<file path="src/rtl/muldiv_pkg.sv">
// Shared definitions for the iterative multiply/divide unit: op and state
// encodings plus a wide two's-complement negate helper (supports W up to 64).
package muldiv_pkg;

   localparam int NEG_W = 128;

   localparam logic [1:0] OP_MULT  = 2'b00;
   localparam logic [1:0] OP_MULTU = 2'b01;
   localparam logic [1:0] OP_DIV   = 2'b10;
   localparam logic [1:0] OP_DIVU  = 2'b11;

   typedef enum logic [1:0] {
      S_IDLE = 2'd0,
      S_MUL  = 2'd1,
      S_DIV  = 2'd2,
      S_DONE = 2'd3
   } state_t;

   // Callers zero-extend into NEG_W bits and truncate the result back.
   function automatic logic [NEG_W-1:0] twos_neg(input logic [NEG_W-1:0] v);
      return ~v + NEG_W'(1);
   endfunction

endpackage

</file>
<file path="src/rtl/muldiv_div_step.sv">
// One restoring-division step: shift in the next dividend bit, trial-subtract
// the divisor, keep the difference when it does not borrow.
module muldiv_div_step #(
   parameter int W = 32
) (
   input  logic [W:0]   rem_i,
   input  logic [W-1:0] div_i,
   input  logic         bit_i,
   output logic [W:0]   rem_o,
   output logic         q_o
);

   logic [W+1:0] shifted;
   logic [W+1:0] diff;

   assign shifted = {rem_i, bit_i};
   assign diff    = shifted - {2'b00, div_i};
   assign q_o     = ~diff[W+1];
   assign rem_o   = q_o ? diff[W:0] : shifted[W:0];

endmodule

</file>
<file path="src/rtl/muldiv_iter_unit.sv">
// Iterative signed/unsigned multiply and restoring divide with HI/LO results.
// Define MULDIV_FAST_MUL_EN to replace the shift-add loop with a one-cycle product.
module muldiv_iter_unit
   import muldiv_pkg::*;
#(
   parameter int W     = 32,
   parameter int CNT_W = $clog2(W) + 1
) (
   input  logic         clk,
   input  logic         rst,
   input  logic         start_i,
   input  logic [1:0]   op_i,
   input  logic [W-1:0] opa_i,
   input  logic [W-1:0] opb_i,
   input  logic         annul_i,
   output logic         busy_o,
   output logic         ready_o,
   output logic [W-1:0] hi_o,
   output logic [W-1:0] lo_o,
   output logic         dbz_o
);

   localparam int W2 = 2 * W;

   state_t           state_q, state_d;
   logic [CNT_W-1:0] cnt_q, cnt_d;
   logic [W-1:0]     hi_q, hi_d, lo_q, lo_d;
   logic             dbz_q, dbz_d;

   logic [W-1:0]     a_q, a_d, b_q, b_d;
   logic             sa_q, sa_d, sb_q, sb_d;
   logic [W2-1:0]    acc_q, acc_d;
   logic [W:0]       rem_q, rem_d;

   logic             is_div, is_signed, neg_a, neg_b, div_zero, accept, last_iter;
   logic [W-1:0]     a_abs, b_abs;
   logic [W:0]       step_rem;
   logic             step_q;
   logic [W2-1:0]    mul_raw, mul_res;
   logic [W-1:0]     quo_raw, quo_res, rem_res;

   assign is_div    = op_i[1];
   assign is_signed = ~op_i[0];
   assign neg_a     = is_signed & opa_i[W-1];
   assign neg_b     = is_signed & opb_i[W-1];
   assign a_abs     = neg_a ? W'(twos_neg(NEG_W'(opa_i))) : opa_i;
   assign b_abs     = neg_b ? W'(twos_neg(NEG_W'(opb_i))) : opb_i;
   assign div_zero  = is_div & (opb_i == '0);
   assign accept    = start_i & ~annul_i & ((state_q == S_IDLE) | (state_q == S_DONE));
   assign last_iter = (cnt_q == CNT_W'(W - 1));

   muldiv_div_step #(.W(W)) u_div_step (
      .rem_i (rem_q),
      .div_i (b_q),
      .bit_i (a_q[W-1]),
      .rem_o (step_rem),
      .q_o   (step_q)
   );

`ifdef MULDIV_FAST_MUL_EN
   assign mul_raw = {{W{1'b0}}, a_q} * {{W{1'b0}}, b_q};
`else
   // Multiplier sits in the low half of acc and is consumed LSB first.
   logic [W:0] mul_sum;
   assign mul_sum = {1'b0, acc_q[W2-1:W]} + {1'b0, (acc_q[0] ? a_q : {W{1'b0}})};
   assign mul_raw = {mul_sum, acc_q[W-1:1]};
`endif

   assign mul_res = (sa_q ^ sb_q) ? W2'(twos_neg(NEG_W'(mul_raw))) : mul_raw;
   assign quo_raw = {a_q[W-2:0], step_q};
   assign quo_res = (sa_q ^ sb_q) ? W'(twos_neg(NEG_W'(quo_raw))) : quo_raw;
   assign rem_res = sa_q ? W'(twos_neg(NEG_W'(step_rem[W-1:0]))) : step_rem[W-1:0];

   always_comb begin
      state_d = state_q;
      cnt_d   = cnt_q;
      hi_d    = hi_q;
      lo_d    = lo_q;
      dbz_d   = dbz_q;
      a_d     = a_q;
      b_d     = b_q;
      sa_d    = sa_q;
      sb_d    = sb_q;
      acc_d   = acc_q;
      rem_d   = rem_q;
      case (state_q)
         S_IDLE, S_DONE: begin
            state_d = S_IDLE;
            if (accept) begin
               a_d   = a_abs;
               b_d   = b_abs;
               sa_d  = neg_a;
               sb_d  = neg_b;
               acc_d = {{W{1'b0}}, b_abs};
               rem_d = '0;
               cnt_d = '0;
               if (div_zero) begin
                  state_d = S_DONE;
                  hi_d    = opa_i;
                  lo_d    = '1;
                  dbz_d   = 1'b1;
               end else begin
                  state_d = is_div ? S_DIV : S_MUL;
               end
            end
         end
         S_MUL: begin
`ifdef MULDIV_FAST_MUL_EN
            state_d = S_DONE;
            hi_d    = mul_res[W2-1:W];
            lo_d    = mul_res[W-1:0];
            dbz_d   = 1'b0;
`else
            acc_d = mul_raw;
            cnt_d = cnt_q + CNT_W'(1);
            if (last_iter) begin
               state_d = S_DONE;
               hi_d    = mul_res[W2-1:W];
               lo_d    = mul_res[W-1:0];
               dbz_d   = 1'b0;
            end
`endif
         end
         S_DIV: begin
            rem_d = step_rem;
            a_d   = quo_raw;
            cnt_d = cnt_q + CNT_W'(1);
            if (last_iter) begin
               state_d = S_DONE;
               hi_d    = rem_res;
               lo_d    = quo_res;
               dbz_d   = 1'b0;
            end
         end
         default: state_d = S_IDLE;
      endcase
      // Annul discards the in-flight result; latched HI/LO stay as they were.
      if (annul_i) begin
         state_d = S_IDLE;
         hi_d    = hi_q;
         lo_d    = lo_q;
         dbz_d   = dbz_q;
      end
   end

   always_ff @(posedge clk) begin
      if (rst) begin
         state_q <= S_IDLE;
         cnt_q   <= '0;
         hi_q    <= '0;
         lo_q    <= '0;
         dbz_q   <= 1'b0;
      end else begin
         state_q <= state_d;
         cnt_q   <= cnt_d;
         hi_q    <= hi_d;
         lo_q    <= lo_d;
         dbz_q   <= dbz_d;
      end
   end

   // Operand and working registers are only meaningful after an accept.
   always_ff @(posedge clk) begin
      a_q   <= a_d;
      b_q   <= b_d;
      sa_q  <= sa_d;
      sb_q  <= sb_d;
      acc_q <= acc_d;
      rem_q <= rem_d;
   end

   assign busy_o  = (state_q == S_MUL) | (state_q == S_DIV);
   assign ready_o = (state_q == S_DONE);
   assign hi_o    = hi_q;
   assign lo_o    = lo_q;
   assign dbz_o   = dbz_q;

endmodule

</file>
<file path="config.mk">
export PLATFORM = sky130hd
export DESIGN_NAME = muldiv_iter_unit
export DESIGN_NICKNAME = d
export VERILOG_FILES = /design/src/rtl/muldiv_pkg.sv /design/src/rtl/muldiv_div_step.sv /design/src/rtl/muldiv_iter_unit.sv
export SDC_FILE = /design/constraint.sdc
export NUM_CORES = 1
export LEC_CHECK = 0
export CELL_PAD_IN_SITES_DETAIL_PLACEMENT = 0
export CELL_PAD_IN_SITES_GLOBAL_PLACEMENT = 1
export CORE_MARGIN = 2
export CORE_UTILIZATION = 47
export CTS_BUF_LIST = sky130_fd_sc_hd__clkbuf_4
export DETAILED_ROUTE_END_ITERATION = 6
export PLACE_DENSITY_LB_ADDON = 0.1
export SLEW_MARGIN = 20
export SYNTH_ARGS = -nofsm -noshare
export SYNTH_HDL_FRONTEND = slang
export SYNTH_SLANG_ARGS = --single-unit
</file>
<file path="constraint.sdc">
create_clock -name clk -period 8.35 [get_ports clk]
set_input_delay 2.0875 -clock clk [delete_from_list [all_inputs] [get_ports clk]]
set_output_delay 2.0875 -clock clk [all_outputs]
set_load 0.02 [all_outputs]
</file>
======== Word level (Yosys, flattened, before mapping) ========
Index checks and enable logic that the tools add are counted.
word-level totals
  bits in registers ....................... 236
  input bits .............................. 70
  output and inout port bits .............. 67
  word-level logic and storage cells ...... 90
operators by class
  add/sub/neg operators ................... 8
  eq/ne operators ......................... 9
  multiplexer cells ....................... 34
  bitwise operators ....................... 16
  reduce and logical (&&, ||, !) cells .... 12
operators with widths
  operator                 number
  $mux W32                 14
  $pmux W32 S3             2
  $add A32 B1 Y32 const B  4
  $mux W64                 2
  $not A32 Y32             4
  $pmux W64 S2             1
  $mux W33                 2
  $pmux W33 S2             1
  $add A64 B1 Y64 const B  1
  $not A64 Y64             1
  $pmux W32 S2             1
  $sub A34 B32 Y34         1
  $add A32 B32 Y33         1
  $logic_not A32 Y1        1
  $pmux W6 S2              1
  $mux W2                  4
  $ne A2 B2 Y1 const B     4
  $add A6 B1 Y6 const B    1
  $eq A6 B5 Y1 const B     1
  $mux W6                  1
  $reduce_and A2 Y1        3
  $reduce_or A2 Y1         3
  $and A1 B1 Y1            5
  $reduce_and A5 Y1        1
  other kinds (12)         19

======== Depth between registers and ports, before layout ========
Gate-level depths: netlist of run 1.
  depth after elaboration ................. 7
  gate-level depth with buffers ........... 25

======== By module ========
Synthesis of run 1 repeated with hierarchy kept, for this count alone.
unflattened totals
  cell total of the unflattened synthesis .. 2068
  area, all modules ....................... 18298.8 µm²
modules (own cells, without submodules)
  module            times used  cells an instance  area an instance (µm²)
  muldiv_iter_unit  1           1762               16085.4
  muldiv_div_step   1           306                2213.4

======== Worst setup path after synthesis of run 1 ========
OpenSTA, ideal clock, no wires.
  kind .................................... flip-flop to flip-flop
  start ................................... register state_q[0]
  end ..................................... register a_q[0], enable pin
  library setup time ...................... 0.578 ns
  arrival time ............................ 5.880 ns
  required time ........................... 7.772 ns
  setup slack ............................. 1.892 ns
  cell stages (with the launch flop) ...... 7
  buffers on the path ..................... 3
  cell sequence ........................... dfxtp_1 > inv_1 > ha_1 > clkbuf_1 > clkbuf_1 > clkbuf_1 > o21ai_0
between the ends
  word-level cells in the longest chain between the ends .. 5
  elaborated cells on any way between the ends .. 9
  those cells by class .................... 3 x eq/ne; 2 x bitwise; 4 x reduce/logical
ends and longest elaborated chain
  element                                           line                                            source
  from (decl)                                       muldiv_iter_unit.sv:25                          state_t state_q, state_d;
  from (signal assigned)                            muldiv_iter_unit.sv:154                         state_q <= state_d;
  $eq A2 B2 Y1 or $logic_not A2 Y1 (tied branches)  muldiv_iter_unit.sv:49, muldiv_iter_unit.sv:86
  $or A1 B1 Y1                                      muldiv_iter_unit.sv:49                          assign accept = start_i & ~annul_i & ((state_q == S_IDLE) | (state_q == S_DONE));
  $and A1 B1 Y1                                     muldiv_iter_unit.sv:49
  $ne A2 B2 Y1 (no source line)                     -
  $reduce_and A2 Y1 (no source line) *              -
  to (signal assigned)                              muldiv_iter_unit.sv:164                         a_q <= a_d;
  to (decl)                                         muldiv_iter_unit.sv:30                          logic [W-1:0] a_q, a_d, b_q, b_d;
Every way passes the cells marked *; elsewhere a longest branch is shown, timed or not.
A chain may end at the register's enable or synchronous reset.

======== Final worst setup path of run 1 ========
  start ................................... input opb_i[3]
  end ..................................... register lo_q[5], in the netlist lo_o[5]
between the ends
  word-level cells in the longest chain between the ends .. 4
ends and longest elaborated chain
  element                             line                     source
  from (decl)                         muldiv_iter_unit.sv:14   input logic [W-1:0] opb_i,
  $logic_not A32 Y1                   muldiv_iter_unit.sv:48   assign div_zero = is_div & (opb_i == '0);
  $and A1 B1 Y1                       muldiv_iter_unit.sv:48
  $ne A2 B2 Y1 (no source line)       -
  $reduce_and A5 Y1 (no source line)  -
  to (signal assigned)                muldiv_iter_unit.sv:157  lo_q <= lo_d;
  to (decl)                           muldiv_iter_unit.sv:27   logic [W-1:0] hi_q, hi_d, lo_q, lo_d;
No other way between the ends.

==> out/results.txt, run 1 <==
Status: completed
Ys async rst share: 0
Signal arrival time at the worst endpoint: 7.05 ns
Final worst clock skew: 0.0677 ns
Share of Yosys cell area claimed by the top area cell type: 0.263
Path category of the worst min-delay check: reg2reg
Top FF cell, synth: sky130_fd_sc_hd__edfxtp_1
Library cell with the highest instance count after synthesis: sky130_fd_sc_hd__nor2_1
Final number of hold-violating endpoints: 0
Total overflow reported by the global router: 0
I/O pin total: 137
First-pass GRT wire length: 105 mm
Num CTS Buffers: 73
Largest net degree at the start of global routing: 98
Most instantiated cells after synthesis: sky130_fd_sc_hd__nor2_1 (202), sky130_fd_sc_hd__nand2_1 (186), sky130_fd_sc_hd__o21ai_0 (178)
CTS Sinks: 236
Initial Util: 0.479
Count of buffers inserted at the top-level ports: 136
Final count of negative-setup-slack endpoints: 0
Critical path's top delay family: simple AND/OR/NAND/NOR gates
Hold Buf Count CTS: 0
Biggest area contributors in the synthesized netlist: sky130_fd_sc_hd__edfxtp_1 (26%), sky130_fd_sc_hd__dfxtp_1 (7.8%), sky130_fd_sc_hd__xnor2_1 (6.1%)
Register bit total from synthesis: 236
Slew Limit Headroom: 0.296
Crit path kind: in2reg
Min Tclk post-route: 6.45 ns
Proportion of layout cells with a drive suffix above 1: 0.0934
WHS: 0.466 ns
Number of nets still failing antenna checks after routing: 0
TritonCTS clock tree: done
Count of distinct cell types in the synthesized netlist: 94
Most common cell on crit path: sky130_fd_sc_hd__nor3_1
Routed len/inst: 24.0 µm
Worst Path Buf+Inv: 1
Critical path data required time: 8.95 ns
Drt drc: 0
Setup repair after global routing missed its margin: false
Post-cts sizing count: 0
Cell type contributing the most total cell area after synthesis: sky130_fd_sc_hd__edfxtp_1
Number of flops mapped to enable cells by yosys: 163
Cell count of the worst hold path: 2
Cells along the critical path: clkdlybuf4s50_1 -> nor3_1 -> nand2b_1 -> nor3_1 -> nand3b_1 -> nor3_1 -> nand3_1 -> or4_1 -> o21ai_1 -> o211a_2 -> nand2_1 -> a221oi_1 -> nor2_1
Insertion delay to the later sink of the worst-skew pair: 0.79 ns
Largest incremental delay on the critical path: 0.88 ns
Post-Route Setup TNS: 0 ns
RD Place Congestion: 0.915
Number of iterations in the first detailed-routing pass: 6
Final worst path period share: 0.773
Area enclosed by the die boundary: 0.0413 mm²
Core footprint: 0.0389 mm²
Maximum clock rate: 155 MHz
Maximum vdd ir drop: 0.0895 mV
H-tree levels: 3
Worst-Margin Slew: 1.04 ns
Total number of vias: 18000
Average vias per placed instance: 6.24
Worst Reg2Reg Path Length in Cells: 18
DP HPWL: 52.5 mm
Post-layout net count: 2450
Max Root-Sink Buffers: 3
Number of global-route vias before repair: 17300
Avg Inst Size Synth: 8.49 µm²
Detailed Route Iter0 Violations: 1873
Netlist area before placement: 0.0186 mm²
Startpoint class of the critical path: primary input
Overall routing resource usage: 0.333
Slowest CP cell: sky130_fd_sc_hd__o211a_2
Wire length reported by the detailed router: 69.2 mm
Buffer cell driving the clock tree root: sky130_fd_sc_hd__clkbuf_4
Power density relative to cell area: 181 mW/mm²
Buffer count from post-CTS setup fixing: 0
Width of the die: 203 µm
Sequential fraction of the synthesis area: 0.341
Area added between synthesis and finish: 14.9%
DIE HEIGHT: 203 µm
Syn nets: 2340
Clock-pin slew on the worst setup and hold paths: 0.05 ns
Number of core rows: 72
Number of pins with negative max-slew slack in the final report: 0
Antenna violations before repair: 3
Reported leakage power: 7.75 nW
Gate count of the mapped netlist: 2195
Critical Path Sink Type: register
Number of maximum-capacitance constraint violations: 0
Max Fanout on Critical Path: 42
Count of cell instances traversed by the critical path: 13
Total of warnings raised by yosys: 0
## layer usage
| metal | GRT usage | routed length (µm) | up-vias |
|---|---|---|---|
| met5 | 0 | 0 | - |
| met4 | 0.141 | 2840 | 0 |
| met2 | 0.530 | 31600 | 803 |
| li1 | - | - | 8422 |
| met1 | 0.450 | 29300 | 8667 |
| met3 | 0.0547 | 5470 | 135 |
## registers in the layout (all words and copies together), names as in the netlist
signal / flops
acc_q: 64
rem_q: 33
a_q: 32
b_q: 32
hi_o: 32
lo_o: 32
cnt_q: 6
state_q: 2
dbz_o: 1
sa_q: 1
sb_q: 1
## cell families after synthesis
kind of cell               after synthesis  share of synthesized area
buffers and inverters                  197                     0.0407
adders and majority gates               75                     0.0511
xor gates and xnor gates               225                      0.106
muxes                                   47                     0.0272
DFF                                    236                      0.341
and+or+nand+nor                        739                      0.197
AOI/OAI and AO/OA                      676                      0.237
## final cells by class
cell class | count | area, µm²
Antenna cell | 5 | 12.5
Clock buffer | 113 | 848
Clock inverter | 22 | 140
Fill cell | 3766 | 17500
Inverter | 74 | 278
Multi-Input combinational cell | 1762 | 11600
Sequential cell | 236 | 6360
Tap cell | 518 | 648
Timing Repair Buffer | 158 | 1530
## path summary, 6_finish.rpt
check                  from       end  slack, ns
hold / removal      hi_o[0]   hi_o[0]       0.47
setup / recovery   opb_i[3]   lo_o[5]       1.90
hold reg to reg     hi_o[0]   hi_o[0]       0.47
setup reg to reg  rem_q[25]  hi_o[20]       2.03
## cells in the final DEF (no fill, tap or decap), types with 73 or more instances in the layout
cell	count
sky130_fd_sc_hd__clkbuf_4	113
sky130_fd_sc_hd__nor2_1	201
sky130_fd_sc_hd__a21oi_1	176
sky130_fd_sc_hd__clkdlybuf4s50_1	136
sky130_fd_sc_hd__nand2_1	186
sky130_fd_sc_hd__dfxtp_1	73
sky130_fd_sc_hd__xor2_1	94
sky130_fd_sc_hd__xnor2_1	129
sky130_fd_sc_hd__o21ai_0	176
sky130_fd_sc_hd__edfxtp_1	163
## power by group
group	total, W	internal [W]	switching [W]	leakage [nW]
registers	0.00142	0.00134	0.0000748	2.14
logic	0.00118	0.000420	0.000763	5.03
clock network	0.00127	0.000679	0.000591	0.591
## stage by stage
| step | cells | setup WS (ns) | cell area, µm² | total power (W) | utilization |
|---|---|---|---|---|---|
| after global placement | 2748 | 1.44 | 20400 | 0.00258 | 0.525 |
| final | 2888 | 1.90 | 21400 | 0.00387 | 0.550 |
| after floorplan | 2195 | 1.89 | 18600 | 0.00218 | - |
| after global routing | 2887 | 1.57 | 21400 | 0.00404 | 0.550 |
| after detailed placement | 2748 | 1.34 | 20400 | 0.00259 | 0.525 |
| after CTS | 2883 | 2.07 | 21400 | 0.00386 | 0.550 |
## worst register-to-register path: stages (launching register included)
cell and delay, ns:
sky130_fd_sc_hd__edfxtp_1 0.43, sky130_fd_sc_hd__ha_1 0.48, sky130_fd_sc_hd__a21oi_2 0.14, sky130_fd_sc_hd__o21ai_0 0.56, sky130_fd_sc_hd__a311oi_1 0.17, sky130_fd_sc_hd__o311ai_0 0.89, sky130_fd_sc_hd__o31a_1 0.68, sky130_fd_sc_hd__nor2_4 0.10
sky130_fd_sc_hd__inv_2 0.14, sky130_fd_sc_hd__mux2i_1 0.29, sky130_fd_sc_hd__ha_1 0.28, sky130_fd_sc_hd__nand3b_1 0.12, sky130_fd_sc_hd__a2111oi_1 0.37, sky130_fd_sc_hd__a41oi_1 0.25, sky130_fd_sc_hd__a221o_1 0.47, sky130_fd_sc_hd__o21ai_0 0.23
sky130_fd_sc_hd__xor2_1 0.28, sky130_fd_sc_hd__a22oi_1 0.13, sky130_fd_sc_hd__o21ai_0 0.23
Note: power is estimated with default switching activity, not from simulation.
==> run 2: changes to the inputs <==
- clock period: 8.35 -> 6.1 ns (I/O delays scaled with it)
==> out/results.txt, run 2 (synthesized netlist as in run 1, its figures left out) <==
Status: completed
Critical path's top delay family: compound AO/OA/AOI/OAI gates
Signal arrival time at the worst endpoint: 6.26 ns
Maximum vdd ir drop: 0.124 mV
First-pass GRT wire length: 106 mm
Final WS setup: 0.460 ns
Path category of the worst min-delay check: reg2reg
Area added between synthesis and finish: 15.2%
Flip-flop count of the largest register, all copies and words added: 64
Average vias per placed instance: 6.32
Largest register by flop count: acc_q
DP HPWL: 53.6 mm
Number of global-route vias before repair: 17200
Final number of hold-violating endpoints: 0
Initial Util: 0.479
Largest incremental delay on the critical path: 0.90 ns
Overall routing resource usage: 0.339
Width of the die: 203 µm
Routed len/inst: 24.4 µm
Core footprint: 0.0389 mm²
Hold Buf Count CTS: 0
Max Fanout on Critical Path: 12
Slew Limit Headroom: 0.310
Final worst clock skew: 0.0457 ns
Number of nets still failing antenna checks after routing: 0
Post-layout net count: 2462
Total number of vias: 18300
Slowest CP cell: sky130_fd_sc_hd__o311ai_0
Final count of negative-setup-slack endpoints: 0
Number of iterations in the first detailed-routing pass: 5
I/O pin total: 137
Commonest non-fill, non-tap cell in the layout: sky130_fd_sc_hd__nor2_1
Setup repair after global routing missed its margin: false
Number of core rows: 72
Wire length reported by the detailed router: 70.8 mm
Sequential share of power: 0.370
DIE HEIGHT: 203 µm
Maximum clock rate: 177 MHz
Logic gate share of total power: 0.313
Proportion of layout cells with a drive suffix above 1: 0.100
Start point of the worst hold path: hi_o[17]
Number of maximum-capacitance constraint violations: 0
Clock-pin slew on the worst setup and hold paths: 0.06 ns
Drt drc: 0
Total overflow reported by the global router: 0
Cells along the critical path: ha_1 -> nand2_1 -> o21ai_0 -> nor2_1 -> o311ai_0 -> o31a_1 -> nor2_4 -> inv_2 -> mux2i_1 -> ha_1 -> nand3b_1 -> a2111oi_1 -> a41oi_1 -> or2_1 -> o31ai_1 -> xnor2_1 -> a221oi_1 -> o21ai_0
RD Place Congestion: 0.915
Antenna violations before repair: 2
Min Tclk post-route: 5.64 ns
Startpoint of the most critical setup path: rem_q[26]
Critical path data required time: 6.72 ns
Final worst path period share: 0.925
Buffer count from post-CTS setup fixing: 0
# fillers: 3734
Critical register-to-register path startpoint: rem_q[26]
Crit path kind: reg2reg
Buffer cell driving the clock tree root: sky130_fd_sc_hd__clkbuf_4
TritonCTS clock tree: done
Startpoint class of the critical path: register
Worst-Margin Slew: 1.02 ns
Most frequent cells in the layout: sky130_fd_sc_hd__nor2_1 (200), sky130_fd_sc_hd__nand2_1 (186), sky130_fd_sc_hd__a21oi_1 (176), sky130_fd_sc_hd__o21ai_0 (176), sky130_fd_sc_hd__edfxtp_1 (163)
Largest net degree at the start of global routing: 69
Post-cts sizing count: 0
H-tree levels: 3
Number of pins with negative max-slew slack in the final report: 0
Clock network fraction of design power: 0.318
Reported leakage power: 7.82 nW
Switching Power: 0.00195 W
Num CTS Buffers: 72
Critical Path Sink Type: register
Count of buffers inserted at the top-level ports: 136
Insertion delay to the later sink of the worst-skew pair: 0.77 ns
Internal power: 0.00330 W
Pre-CTS worst setup slack: 0.481 ns
Detailed Route Iter0 Violations: 1823
Non-Filler Instances: 2897
Power density relative to cell area: 245 mW/mm²
Net switching fraction of the power: 0.372
Number of placed instances, taps included: 2761
Worst Path Buf+Inv: 1
CTS Sinks: 236
Max Root-Sink Buffers: 3
Post-Route Setup TNS: 0 ns
Area enclosed by the die boundary: 0.0413 mm²
Largest registers: acc_q: 64 flops, rem_q: 33 flops
==> run 2: power by group through the flow <==
stage	sequential, W	clock [W]	combinational, W
4_1_cts	0.00194	0.00169	0.00161
3_3_place_gp	0.00197	0	0.00159
3_5_place_dp	0.00197	0	0.00159
6_report	0.00194	0.00167	0.00164
2_1_floorplan	0.00196	0	0.00102
5_1_grt	0.00195	0.00178	0.00176
==> run 2: layer usage <==
metal	global-route usage	wire length, µm	part of all wire
met3	0.0465	5140	0.073
met1	0.466	30600	0.43
met5	0	0	0
met4	0.129	2570	0.036
met2	0.544	32400	0.46
==> run 2: cell type report <==
cell class / instances / area (µm²) / share of cell area
antenna: 2 / 5.00 / 0.000233
clock buffer: 111 / 833 / 0.0388
clock inverter: 23 / 124 / 0.00577
inverter: 74 / 278 / 0.0129
multi-input combinational: 1762 / 11600 / 0.540
sequential: 236 / 6360 / 0.296
tap: 518 / 648 / 0.0302
timing repair buffer: 171 / 1620 / 0.0756
==> run 2: path summary, 6_finish.rpt <==
| check | depth (start not counted) | to | slack [ns] |
|---|---|---|---|
| worst max-delay path | 18 | hi_o[26] | 0.46 |
| worst min-delay path | 2 | hi_o[17] | 0.46 |
| worst max register to register | 18 | hi_o[26] | 0.46 |
| worst min register to register | 2 | hi_o[17] | 0.46 |
==> run 2: worst min-delay path: cells and delay by family (launching register included) <==
family / cells / cell delay (ns)
flip-flops: 1 / 0.32
AND/OR/NAND/NOR: 1 / 0.05
AO/OA/AOI/OAI: 1 / 0.05
==> run 2: through the flow <==
stage / instance area (µm²) / power [W] / util / hold slack (ns)
3_5_place_dp: 20500 / 0.00356 / 0.527 / 0.455
6_report: 21500 / 0.00525 / 0.552 / 0.464
3_3_place_gp: 20500 / 0.00356 / 0.527 / 0.455
4_1_cts: 21500 / 0.00524 / 0.551 / 0.463
2_1_floorplan: 18600 / 0.00299 / - / 0.465
5_1_grt: 21500 / 0.00549 / 0.552 / 0.499
